$ cat src/rtl/axilite_gpio_irq.sv
// -----------------------------------------------------------------------------
// axilite_gpio_irq
//
// AXI4-Lite GPIO slave with input synchronisation, per-pin edge detection,
// sticky maskable interrupt status and a single registered level interrupt.
//
// Register map (address bits [4:2] decoded, unused upper bits read 0):
//   0x00 DATA_IN   RO   synchronised input pins
//   0x04 DATA_OUT  RW   drives gpio_out_o
//   0x08 IRQ_EN    RW   per-pin interrupt enable
//   0x0C EDGE_SEL  RW   0 = rising edge, 1 = falling edge
//   0x10 STATUS    W1C  sticky edge-detected flags
//   other offsets: reads return 0 + SLVERR, writes ignored + SLVERR
//
// Ports:
//   clock_i, reset_i          clock, asynchronous active-high reset
//   s_axilite_aw*/w*/b*       AXI4-Lite write address / data / response
//   s_axilite_ar*/r*          AXI4-Lite read address / data
//   gpio_in_i  [NUM_IN-1:0]   asynchronous input pins
//   gpio_out_o [NUM_OUT-1:0]  registered output pins
//   irq_o                     high while any bit of (STATUS & IRQ_EN) is set
//
// Handshake semantics: a transfer on any channel occurs on a rising clock edge
// where both valid and ready are high. The slave raises awready and wready
// together for exactly one cycle, and only once both awvalid and wvalid have
// been seen; arready is likewise a one-cycle pulse. bvalid/rvalid are held,
// with their payload stable, until the matching bready/rready is seen.
// Only one write and one read may be outstanding; the two channels are
// independent.
//
// FSM state is visible as w_state_q / r_state_q.
// -----------------------------------------------------------------------------
module axilite_gpio_irq #(
    parameter int NUM_IN     = 16,
    parameter int NUM_OUT    = 16,
    parameter int ADDR_WIDTH = 32
) (
    input  logic                  clock_i,
    input  logic                  reset_i,
    input  logic [ADDR_WIDTH-1:0] s_axilite_awaddr,
    input  logic                  s_axilite_awvalid,
    output logic                  s_axilite_awready,
    input  logic [31:0]           s_axilite_wdata,
    input  logic [3:0]            s_axilite_wstrb,
    input  logic                  s_axilite_wvalid,
    output logic                  s_axilite_wready,
    output logic [1:0]            s_axilite_bresp,
    output logic                  s_axilite_bvalid,
    input  logic                  s_axilite_bready,
    input  logic [ADDR_WIDTH-1:0] s_axilite_araddr,
    input  logic                  s_axilite_arvalid,
    output logic                  s_axilite_arready,
    output logic [31:0]           s_axilite_rdata,
    output logic [1:0]            s_axilite_rresp,
    output logic                  s_axilite_rvalid,
    input  logic                  s_axilite_rready,
    input  logic [NUM_IN-1:0]     gpio_in_i,
    output logic [NUM_OUT-1:0]    gpio_out_o,
    output logic                  irq_o
);

    localparam logic [1:0] RESP_OKAY   = 2'b00;
    localparam logic [1:0] RESP_SLVERR = 2'b10;

    typedef enum logic { W_IDLE, W_RESP } w_state_e;
    typedef enum logic { R_IDLE, R_DATA } r_state_e;

    w_state_e w_state_q, w_state_d;
    r_state_e r_state_q, r_state_d;

    logic [NUM_IN-1:0]  sync1_q, sync1_d;
    logic [NUM_IN-1:0]  sync2_q, sync2_d;
    logic [NUM_IN-1:0]  prev_q, prev_d;
    logic [NUM_IN-1:0]  irq_en_q, irq_en_d;
    logic [NUM_IN-1:0]  edge_sel_q, edge_sel_d;
    logic [NUM_IN-1:0]  status_q, status_d;
    logic [NUM_OUT-1:0] data_out_q, data_out_d;
    logic               irq_q, irq_d;
    logic               wready_q, wready_d;
    logic               bvalid_q, bvalid_d;
    logic [1:0]         bresp_q, bresp_d;
    logic               arready_q, arready_d;
    logic               rvalid_q, rvalid_d;
    logic [1:0]         rresp_q, rresp_d;
    logic [31:0]        rdata_q, rdata_d;

    logic [NUM_IN-1:0]  edge_det;
    logic [NUM_IN-1:0]  status_clr;
    logic [31:0]        wr_mask;
    logic [2:0]         wr_idx;
    logic [2:0]         rd_idx;
    logic [31:0]        rd_val;
    logic               rd_err;

    // Address bits outside [4:2] and data bits above the register widths are
    // intentionally ignored; folding them here keeps them visibly consumed.
    logic unused_bits;
    assign unused_bits = ^{s_axilite_awaddr, s_axilite_araddr, s_axilite_wdata, wr_mask};

    assign wr_idx = s_axilite_awaddr[4:2];
    assign rd_idx = s_axilite_araddr[4:2];

    always_comb begin
        // Byte strobes expanded to a per-bit write mask.
        wr_mask = '0;
        for (int k = 0; k < 4; k++) begin
            wr_mask[8*k +: 8] = {8{s_axilite_wstrb[k]}};
        end

        // Edge detection on the synchronised value versus its previous sample.
        edge_det = (edge_sel_q & prev_q & ~sync2_q) | (~edge_sel_q & ~prev_q & sync2_q);

        // Read mux, evaluated against current (pre-update) register values.
        rd_val = '0;
        rd_err = 1'b0;
        case (rd_idx)
            3'd0:    rd_val[NUM_IN-1:0]  = sync2_q;
            3'd1:    rd_val[NUM_OUT-1:0] = data_out_q;
            3'd2:    rd_val[NUM_IN-1:0]  = irq_en_q;
            3'd3:    rd_val[NUM_IN-1:0]  = edge_sel_q;
            3'd4:    rd_val[NUM_IN-1:0]  = status_q;
            default: rd_err = 1'b1;
        endcase
    end

    always_comb begin
        sync1_d    = gpio_in_i;
        sync2_d    = sync1_q;
        prev_d     = sync2_q;
        irq_en_d   = irq_en_q;
        edge_sel_d = edge_sel_q;
        data_out_d = data_out_q;
        status_clr = '0;
        w_state_d  = w_state_q;
        wready_d   = wready_q;
        bvalid_d   = bvalid_q;
        bresp_d    = bresp_q;
        r_state_d  = r_state_q;
        arready_d  = arready_q;
        rvalid_d   = rvalid_q;
        rresp_d    = rresp_q;
        rdata_d    = rdata_q;

        // Write channel. wready_q doubles as awready: the ready pulse is raised
        // one cycle after both valids are seen, and the update happens in the
        // cycle the pulse is high.
        case (w_state_q)
            W_IDLE: begin
                if (wready_q) begin
                    wready_d = 1'b0;
                    if (s_axilite_awvalid && s_axilite_wvalid) begin
                        bvalid_d  = 1'b1;
                        bresp_d   = RESP_OKAY;
                        w_state_d = W_RESP;
                        case (wr_idx)
                            3'd0: ;
                            3'd1: data_out_d = (data_out_q & ~wr_mask[NUM_OUT-1:0]) |
                                               (s_axilite_wdata[NUM_OUT-1:0] & wr_mask[NUM_OUT-1:0]);
                            3'd2: irq_en_d   = (irq_en_q & ~wr_mask[NUM_IN-1:0]) |
                                               (s_axilite_wdata[NUM_IN-1:0] & wr_mask[NUM_IN-1:0]);
                            3'd3: edge_sel_d = (edge_sel_q & ~wr_mask[NUM_IN-1:0]) |
                                               (s_axilite_wdata[NUM_IN-1:0] & wr_mask[NUM_IN-1:0]);
                            3'd4: status_clr = s_axilite_wdata[NUM_IN-1:0] & wr_mask[NUM_IN-1:0];
                            default: bresp_d = RESP_SLVERR;
                        endcase
                    end
                end else if (s_axilite_awvalid && s_axilite_wvalid) begin
                    wready_d = 1'b1;
                end
            end
            W_RESP: begin
                if (s_axilite_bready) begin
                    bvalid_d  = 1'b0;
                    bresp_d   = RESP_OKAY;
                    w_state_d = W_IDLE;
                end
            end
            default: w_state_d = W_IDLE;
        endcase

        // Read channel: arready pulse, then data captured in the accept cycle.
        case (r_state_q)
            R_IDLE: begin
                if (arready_q) begin
                    arready_d = 1'b0;
                    if (s_axilite_arvalid) begin
                        rvalid_d  = 1'b1;
                        rdata_d   = rd_val;
                        rresp_d   = rd_err ? RESP_SLVERR : RESP_OKAY;
                        r_state_d = R_DATA;
                    end
                end else if (s_axilite_arvalid) begin
                    arready_d = 1'b1;
                end
            end
            R_DATA: begin
                if (s_axilite_rready) begin
                    rvalid_d  = 1'b0;
                    rdata_d   = '0;
                    rresp_d   = RESP_OKAY;
                    r_state_d = R_IDLE;
                end
            end
            default: r_state_d = R_IDLE;
        endcase

        // Edge set is applied after the clear so a coincident set wins.
        status_d = (status_q & ~status_clr) | edge_det;
        irq_d    = |(status_q & irq_en_q);
    end

    always_ff @(posedge clock_i or posedge reset_i) begin
        if (reset_i) begin
            sync1_q    <= '0;
            sync2_q    <= '0;
            prev_q     <= '0;
            irq_en_q   <= '0;
            edge_sel_q <= '0;
            status_q   <= '0;
            data_out_q <= '0;
            irq_q      <= 1'b0;
            w_state_q  <= W_IDLE;
            wready_q   <= 1'b0;
            bvalid_q   <= 1'b0;
            bresp_q    <= RESP_OKAY;
            r_state_q  <= R_IDLE;
            arready_q  <= 1'b0;
            rvalid_q   <= 1'b0;
            rresp_q    <= RESP_OKAY;
            rdata_q    <= '0;
        end else begin
            sync1_q    <= sync1_d;
            sync2_q    <= sync2_d;
            prev_q     <= prev_d;
            irq_en_q   <= irq_en_d;
            edge_sel_q <= edge_sel_d;
            status_q   <= status_d;
            data_out_q <= data_out_d;
            irq_q      <= irq_d;
            w_state_q  <= w_state_d;
            wready_q   <= wready_d;
            bvalid_q   <= bvalid_d;
            bresp_q    <= bresp_d;
            r_state_q  <= r_state_d;
            arready_q  <= arready_d;
            rvalid_q   <= rvalid_d;
            rresp_q    <= rresp_d;
            rdata_q    <= rdata_d;
        end
    end

    assign s_axilite_awready = wready_q;
    assign s_axilite_wready  = wready_q;
    assign s_axilite_bvalid  = bvalid_q;
    assign s_axilite_bresp   = bresp_q;
    assign s_axilite_arready = arready_q;
    assign s_axilite_rvalid  = rvalid_q;
    assign s_axilite_rresp   = rresp_q;
    assign s_axilite_rdata   = rdata_q;
    assign gpio_out_o        = data_out_q;
    assign irq_o             = irq_q;

endmodule

$ cat config.mk
export PLATFORM = sky130hd
export DESIGN_NAME = axilite_gpio_irq
export DESIGN_NICKNAME = d
export VERILOG_FILES = /design/src/rtl/axilite_gpio_irq.sv
export SDC_FILE = /design/constraint.sdc
export NUM_CORES = 1
export LEC_CHECK = 0
export CORE_ASPECT_RATIO = 2
export CORE_MARGIN = 2
export CORE_UTILIZATION = 26
export CTS_CLUSTER_DIAMETER = 50
export DETAILED_ROUTE_END_ITERATION = 8
export PLACE_DENSITY = 0.54
export SKIP_CTS_REPAIR_TIMING = 1
export SLEW_MARGIN = 5
export SYNTH_ARGS = -nofsm -noshare
export SYNTH_HDL_FRONTEND = slang
export SYNTH_SLANG_ARGS = --single-unit
$ cat constraint.sdc
create_clock -name clock_i -period 7.45 [get_ports clock_i]
set_input_delay 0.745 -clock clock_i [delete_from_list [all_inputs] [get_ports clock_i]]
set_output_delay 0.745 -clock clock_i [all_outputs]
set_load 0.02 [all_outputs]
==> metrics <==
DRT Pass-1 Iters=4; HP Class=reg -> reg; Yosys reg bits=137; most frequent cells in the layout=dfrtp_1 (137), clkdlybuf4s50_1 (85), mux2_2 (63); Non-Filler Instances=830; Leak Pwr=3.16 nW; Crit Path Class=in -> reg; Avg Cell Area, Syn=12.8 um^2; H-tree level count=4; Post-synth EDFFs=0; Inst Count DP=798; Worst setup SP type=input port; r2r startpoint=w_state_q; share of cells above drive strength 1=19.9%; Seq/Total Area, Yosys=58.6%; Hold Crit Start=sync1_q[7]; skew final=0.00832 ns; Buffers on Ports=86; clock sinks=137; hpwl dp=10800 um; Setup crit end kind=flop; commonest non-fill, non-tap cell in the layout=dfrtp_1; Rows=77; Critical Path RT=7.76 ns; clock-pin slew on the worst setup and hold paths=0.06 ns; max_slew headroom=28.1%; nets=664; synth warn=0; Critical Path AT=3.21 ns; Routed Wire Length=15800 um; Clock Latency Late Sink=0.42 ns; storage element area=3430 um^2; Net Switching=0.612 mW; initial core utilization=26.5%; total track usage=14.1%; Setup TNS=0 ns; Mapped Cells=456; PD cells=282 nW/um^2; Top FF cell, synth=dfrtp_1; Avg WL per Cell=19.0 um; Clk pwr share=40.4%; Max Slew Vio Count=0; Gate power share=17.7%; Sw Ratio=28.9%; CP Max Fanout=10; slowest cell on the critical path=nor3_2; max incr delay on CP=0.97 ns; Post-DRT Antenna Nets=0; hold depth=0; Setup WS post-layout=4.54 ns; FMAX=344 MHz; Min Hold Slack=0.345 ns; pin count of the biggest net entering global routing=72; Worst path top cell family by delay=simple AND/OR/NAND/NOR gates; clock buffer count from CTS=17; # diodes=0; die width=110 um; Tmin final=2.91 ns; Distinct cells, synth=35; Placer Congestion=0.755; peak supply drop=0.129 mV; Overflow after GRT=0; CP bufs+invs=1; measured slew at the worst slew-check pin=1.08 ns; Max Cap Violations=0; num ports=181; DP Worst Slack=4.06 ns; Async SR Flop Fraction=100%; status=finished clean; DRC=0; Sequential Power Share=41.9%; mean number of vias per cell=4.82; fin crit share=39.0%; FF-to-FF setup slack=4.88 ns; Reg2Reg Depth=3; via count=3999; Area Growth Syn to Fin=28.5%; cell area after synthesis=5850 um^2; multi-input logic area=2230 um^2; 1st-iter DRT viols=164; core area=22100 um^2; vias in the first global route=4327; Max clock buf depth=2; end of the worst hold path=prev_d[7]; Final Hold Fails=0; CP cell instances=clkdlybuf4s50_1 > nand4b_1 > nor3_2 > mux2_2; initial antenna violation count=0; internal power=1.51 mW; final setup fails=0; RSZ-0062 raised after global routing=no; root buffer cell=clkbuf_16; first-pass GRT wire length=24600 um; Die Ht=216 um; fillers=2150; CTS tree=built; die area=23800 um^2
==> layout make-up <==
type                       count  share of cell area, %
tap                          276                   4.60
timing repair buffer          90                   11.8
clock buffer                  18                   5.85
clock inverter                14                   2.13
multi-input combinational    290                   29.7
inverter                       5                  0.283
sequential                   137                   45.6
==> stage by stage <==
step	area [um^2]	power (mW)	util, %
global route	7510	2.21	34.1
global placement	6910	1.27	31.3
floorplan	5910	1.10	-
detailed placement	6910	1.28	31.3
finish	7510	2.12	34.1
CTS	7510	2.15	34.1
==> metal layers <==
metal / vias to the layer above / GRT usage, % / part of all wire, % / routed length (um)
li1: 1802 / - / - / -
met1: 2057 / 14.6 / 35 / 5580
met2: 116 / 25.9 / 57 / 9030
met3: 24 / 3.43 / 4.6 / 721
met4: 0 / 6.33 / 2.9 / 455
met5: - / 0 / 0 / 0
==> power by group through the flow <==
stage	sequential (mW)	clock, mW	combinational (mW)
after detailed placement	0.902	0	0.382
after global placement	0.898	0	0.375
after floorplan	0.936	0	0.160
final	0.888	0.855	0.376
after CTS	0.889	0.875	0.383
after global routing	0.899	0.905	0.407
==> worst max path at each step <==
stage                      startpoint         to  slack [ns]  cells past startpoint
floorplan                     reset_i  async pin        3.04                      1
global placement    s_axilite_awvalid       flop        4.12                      4
global route         s_axilite_wvalid       flop        4.42                      4
detailed placement   s_axilite_wvalid       flop        4.06                      4
finish               s_axilite_wvalid       flop        4.54                      4
CTS                  s_axilite_wvalid       flop        4.52                      4
==> synth_stat cells (2+ instances only) <==
| master | number | share of area (%) |
|---|---|---|
| a2bb2oi_1 | 15 | 2.2 |
| nand3_1 | 47 | 4.0 |
| a221oi_1 | 4 | 0.60 |
| clkbuf_1 | 14 | 0.90 |
| a22o_1 | 4 | 0.60 |
| nor3b_1 | 16 | 2.1 |
| o21ai_0 | 7 | 0.60 |
| mux2i_1 | 18 | 3.1 |
| mux2_2 | 63 | 12 |
| a211o_1 | 18 | 2.7 |
| nor3_2 | 2 | 0.34 |
| buf_4 | 20 | 2.6 |
| inv_1 | 5 | 0.32 |
| nand2b_1 | 2 | 0.21 |
| nand2_1 | 25 | 1.6 |
| buf_2 | 7 | 0.60 |
| o211ai_1 | 15 | 1.9 |
| and4bb_2 | 2 | 0.43 |
| nor2_1 | 15 | 0.96 |
| dfrtp_1 | 137 | 59 |
| nor4_4 | 3 | 1.1 |
| a21oi_1 | 2 | 0.17 |
| nand3b_1 | 3 | 0.39 |
==> cell families (layout without fill, tap and decap cells) <==
group / Yosys count / after routing / share of synthesized area (%)
AOI/OAI and AO/OA: 67 / 67 / 9.14
buffers and inverters: 46 / 127 / 4.39
DFF: 137 / 137 / 58.6
muxes: 81 / 81 / 15.2
other: 1 / 18 / 0.0641
and+or+nand+nor: 124 / 124 / 12.6
Note: power is estimated with default switching activity, not from simulation.
